==> src/rtl/address_decoder_seq.sv <==
// Sequential chip-select generator: one registered one-hot select per accepted slot address,
// held until the selected slave acks or the wait counter expires, then a one-cycle response.
module address_decoder_seq #(
    parameter int unsigned TIMEOUT = 16,
    parameter int unsigned CNT_W   = 5
) (
    input  logic        clk,
    input  logic        rst,
    input  logic        req_valid,
    input  logic [3:0]  req_addr,
    output logic        req_ready,
    output logic [14:0] sel,
    input  logic [14:0] slv_ack,
    output logic        resp_valid,
    output logic [1:0]  resp_code,
    output logic [3:0]  resp_addr,
    output logic        busy
);

    typedef enum logic [1:0] {
        StIdle,
        StWait,
        StResp
    } state_e;

    localparam logic [1:0] CodeOk      = 2'b00;
    localparam logic [1:0] CodeDecErr  = 2'b01;
    localparam logic [1:0] CodeTimeout = 2'b10;

    localparam logic [CNT_W-1:0] CntLast = CNT_W'(TIMEOUT - 1);

    state_e           state_q, state_d;
    logic [3:0]       addr_q, addr_d;
    logic [14:0]      sel_q, sel_d;
    logic [CNT_W-1:0] cnt_q, cnt_d;
    logic [1:0]       code_q, code_d;
    logic             ack_hit;

    // Slot 0 sits on the top select bit so the encoder's priority code maps back to 0.
    function automatic logic [14:0] decode(input logic [3:0] a);
        logic [14:0] oh;
        case (a)
            4'h0:    oh = 15'h4000;
            4'hF:    oh = '0;
            default: oh = 15'(1) << (a - 4'd1);
        endcase
        return oh;
    endfunction

    // Only the ack bit matching the live select counts.
    assign ack_hit = |(slv_ack & sel_q);

    always_comb begin
        state_d = state_q;
        addr_d  = addr_q;
        sel_d   = sel_q;
        cnt_d   = cnt_q;
        code_d  = code_q;

        case (state_q)
            StIdle: begin
                sel_d = '0;
                if (req_valid) begin
                    addr_d = req_addr;
                    cnt_d  = '0;
                    if (req_addr == 4'hF) begin
                        state_d = StResp;
                        code_d  = CodeDecErr;
                    end else begin
                        state_d = StWait;
                        sel_d   = decode(req_addr);
                    end
                end
            end
            StWait: begin
                if (ack_hit) begin
                    state_d = StResp;
                    code_d  = CodeOk;
                    sel_d   = '0;
                    cnt_d   = '0;
                end else if (cnt_q == CntLast) begin
                    state_d = StResp;
                    code_d  = CodeTimeout;
                    sel_d   = '0;
                    cnt_d   = '0;
                end else begin
                    cnt_d = cnt_q + CNT_W'(1);
                end
            end
            StResp: begin
                state_d = StIdle;
                sel_d   = '0;
                cnt_d   = '0;
            end
            default: begin
                state_d = StIdle;
                sel_d   = '0;
                cnt_d   = '0;
            end
        endcase
    end

    always_ff @(posedge clk or posedge rst) begin
        if (rst) begin
            state_q <= StIdle;
            addr_q  <= '0;
            sel_q   <= '0;
            cnt_q   <= '0;
            code_q  <= CodeOk;
        end else begin
            state_q <= state_d;
            addr_q  <= addr_d;
            sel_q   <= sel_d;
            cnt_q   <= cnt_d;
            code_q  <= code_d;
        end
    end

    assign req_ready  = (state_q == StIdle);
    assign busy       = (state_q != StIdle);
    assign resp_valid = (state_q == StResp);
    assign sel        = sel_q;
    assign resp_code  = code_q;
    assign resp_addr  = addr_q;

endmodule
==> config.mk <==
export PLATFORM = sky130hd
export DESIGN_NAME = address_decoder_seq
export DESIGN_NICKNAME = d
export VERILOG_FILES = /design/src/rtl/address_decoder_seq.sv
export SDC_FILE = /design/constraint.sdc
export NUM_CORES = 1
export LEC_CHECK = 0
export CORE_UTILIZATION = 41
export CTS_BUF_LIST = sky130_fd_sc_hd__clkbuf_2 sky130_fd_sc_hd__clkbuf_4 sky130_fd_sc_hd__clkbuf_8
export DETAILED_ROUTE_END_ITERATION = 8
export PLACE_DENSITY = 0.78
export SKIP_LAST_GASP = 1
export SLEW_MARGIN = 20
export SYNTH_ARGS = -nofsm -noshare
export SYNTH_HDL_FRONTEND = slang
export SYNTH_SLANG_ARGS = --single-unit
==> constraint.sdc <==
create_clock -name clk -period 1.8 [get_ports clk]
set_clock_uncertainty 0.05 [all_clocks]
set_input_delay 0.36 -clock clk [delete_from_list [all_inputs] [get_ports clk]]
set_output_delay 0.36 -clock clk [all_outputs]
set_load 0.02 [all_outputs]
==> results.cfg <==
[run]
cap_violations = 0

[critical_path]
worstPathArrival_ns = 1.36
path_cells = clkdlybuf4s50_1
crit_path_end_kind = output pin
path_buf_inv = 1
cp_slowest_cell = clkdlybuf4s50_1
max_stage_delay_ns = 0.62
cp_max_fo = 3
critical_path_class = reg -> out
cp_top_family = buffers and inverters
cp-start-kind = flip-flop
required_ns = 1.39

[global_route]
grt_pass1_wl_um = 5460
track_usage_pct = 21.5
antenna_found_initial = 0
grt_overflow = 0
grt_pass1_vias = 1188
grt_max_degree = 29

[power_and_ir_drop]
pwr-share-seq_pct = 37.2
power_switching_w = 0.000782
power_frac_comb_pct = 44.2
cellLeakagePower_nw = 1.09
switching_share_pct = 34.9
pwr-share-clk_pct = 18.5
p_int_w = 0.00146
cellPowerDensity_nw_per_um2 = 1160
vdd_drop_max_v = 0.000784

[finish]
final_area_um2 = 1930
layout.cells.non_filler = 202
syn2layout_area_growth_pct = 50.7
antenna_cells = 0
nFillCells = 227
nets = 195
drive_gt1_share_pct = 17.0
post-route-util_pct = 67.5

[detailed_routing]
avgViaCountPerCell = 5.57
drc = 0
vias = 1126
ant_nets = 0
firstDrtPassIters = 4
drt_iter0_markers = 56
routed_wirelength_um = 3260
wire_per_inst_um = 16.1

[clocking]
cts.sinks = 28
clockBufferDepth = 2
clock_latency_ns = 0.33
cts_tree = yes
cts-htree-levels = 1
cts.clk_slew.worst_paths_ns = 0.16
clock-root-buffer = clkbuf_4
numCtsBuffers = 3

[synthesis]
ys_ff_latch = 28
avgSynthCellArea_um2 = 11.3
syn_inst = 113
synth_edf_count = 0
synth_flop_cell = dfrtp_1
yosysWarnings = 0
synth-async-reset-ratio_pct = 100
syn-num-nets = 136
syn_area_um2 = 1280
seq_area_frac_synth_pct = 54.8
synth_cell_types = 30

[die]
row_count = 19
die_x_um = 57.8
ios = 46
coreArea_um2 = 2850
die_h_um = 57.8
die_area_um2 = 3350
start_util_pct = 44.8

[run_status]
status = finished clean

[sta]
hold_violations = 0
slew_violations = 0
finalSetupViolations = 0
worst_pin_slew_ns = 0.382
rsz0062_at_grt = false
timing.final.crit_share_pct = 98.3
clock.fmax_mhz = 565
fin_crit_ns = 1.77
maxSlewHeadroom_pct = 74.3

[placed_design]
dp_hpwl_um = 2530
gp_congestion = 0.813
dpl.cell_count = 196
port_buffers = 45
placed_area_um2 = 1820

[min_path]
hold_class = in -> async
[final timing paths]
check	startpoint	endpoint	slack, ns	cells after the start
setup / recovery	sel[13]	sel[13]	0.03	1
setup reg to reg	sel[7]	sel[12]	0.11	6
hold reg to reg	cnt_q[4]	cnt_q[4]	0.48	1
max in group asynchronous	rst	resp_addr[3]	1.12	3
hold / removal	rst	sel[10]	0.32	3
min in group clk	cnt_q[4]	cnt_q[4]	0.48	1
[cells in the final DEF (no fill, tap or decap), types with 2 or more instances in the layout]
cell and n:
a21oi_1 3, a22o_1 7, a22oi_1 6, and2b_1 2, buf_4 13, clkbuf_4 3, clkdlybuf4s50_1 28, dfrtp_1 28
dlygate4sd2_1 4, dlymetal6s2s_1 13, inv_1 2, mux2_2 4, nand2_1 15, nand2b_1 2, nand3_1 3, nor2_1 5
nor2b_1 4, nor3_1 2, o21ai_0 3, o2bb2ai_1 8
[final cells by class]
class	instances	area (um2)	share of cell area, %
clock buffers	3	22.5	1.17
multi-input cells	79	552	28.6
clock inverters	1	30.0	1.56
repair buffers	58	576	29.9
flip-flops and latches	28	701	36.4
inverters	2	7.51	0.390
well taps	31	38.8	2.01
[repair_timing]
item                                    4_1_cts  5_1_grt
endpoints found under the setup margin        4       31
gates resized for setup                       4       18
buffers inserted                              0        2
hold buffers                                  0        0
[kinds of logic (layout without fill, tap and decap cells)]
kind of cell             after synthesis  after routing  share of synthesized area, %
AND/OR/NAND/NOR                       42             42                          17.9
AO/OA/AOI/OAI                         31             31                          18.9
flip-flops                            28             28                          54.8
buffers and inverters                  6             64                          3.23
multiplexers                           4              4                          3.52
adder cells (fa/ha/maj)                1              1                         0.978
XOR/XNOR                               1              1                         0.685
[sequential cells by signal, indices dropped and copies added (netlist names)]
signal / flops
sel: 15
cnt_q: 5
resp_addr: 4
resp_code: 2
state_q: 2
[power groups by stage]
stage | Combinational [W] | Sequential [W] | Clock [W]
after floorplan | 0.000489 | 0.000923 | 0
after global placement | 0.000932 | 0.000843 | 0
after detailed placement | 0.000972 | 0.000849 | 0
after CTS | 0.000947 | 0.000838 | 0.000418
after global routing | 0.00107 | 0.000852 | 0.000438
final | 0.000993 | 0.000835 | 0.000416
[routing by layer]
layer / vias up / share of wire (%) / GRT usage [%]
met5: - / 0 / 0
met4: 0 / 0.40 / 7.14
met3: 2 / 6.9 / 3.79
met2: 48 / 50 / 35.1
met1: 550 / 43 / 29.1
li1: 526 / - / -
[per-stage QoR]
step           setup TNS, ns  power (W)  worst slack [ns]  hold WS (ns)
3_3_place_gp           -4.84    0.00177            -0.255         0.438
3_5_place_dp           -6.16    0.00182            -0.311         0.432
2_1_floorplan              0    0.00141            0.0221         0.375
5_1_grt                    0    0.00236            0.0105         0.383
4_1_cts                    0    0.00220           0.00214         0.325
6_report                   0    0.00224            0.0305         0.318
[worst reg2reg max path, cell delays in order, from the launching register on]
cell and delay [ns]:
dfrtp_1 0.43, a22oi_2 0.21, nand2_1 0.12, nor4_4 0.33, and2_4 0.20, buf_4 0.15
o2bb2ai_1 0.13
[Yosys cell counts (2+ instances only)]
master      n  area [um2]
inv_1       2        7.51
nand2_1    15        56.3
mux2_2      4        45.0
o2bb2ai_1   8        70.1
or2_2       2        12.5
o21ai_0     3        15.0
a22o_1      7        61.3
dfrtp_1    28         701
a22oi_1     7        52.6
nand3_1     3        15.0
nor2b_1     4        25.0
clkbuf_1    2        7.51
and2b_1     2        15.0
nor3_1      2        10.0
a21oi_1     3        15.0
nand2b_1    2        12.5
nor2_1      6        22.5
No activity file was read; power rests on OpenSTA's default activity.
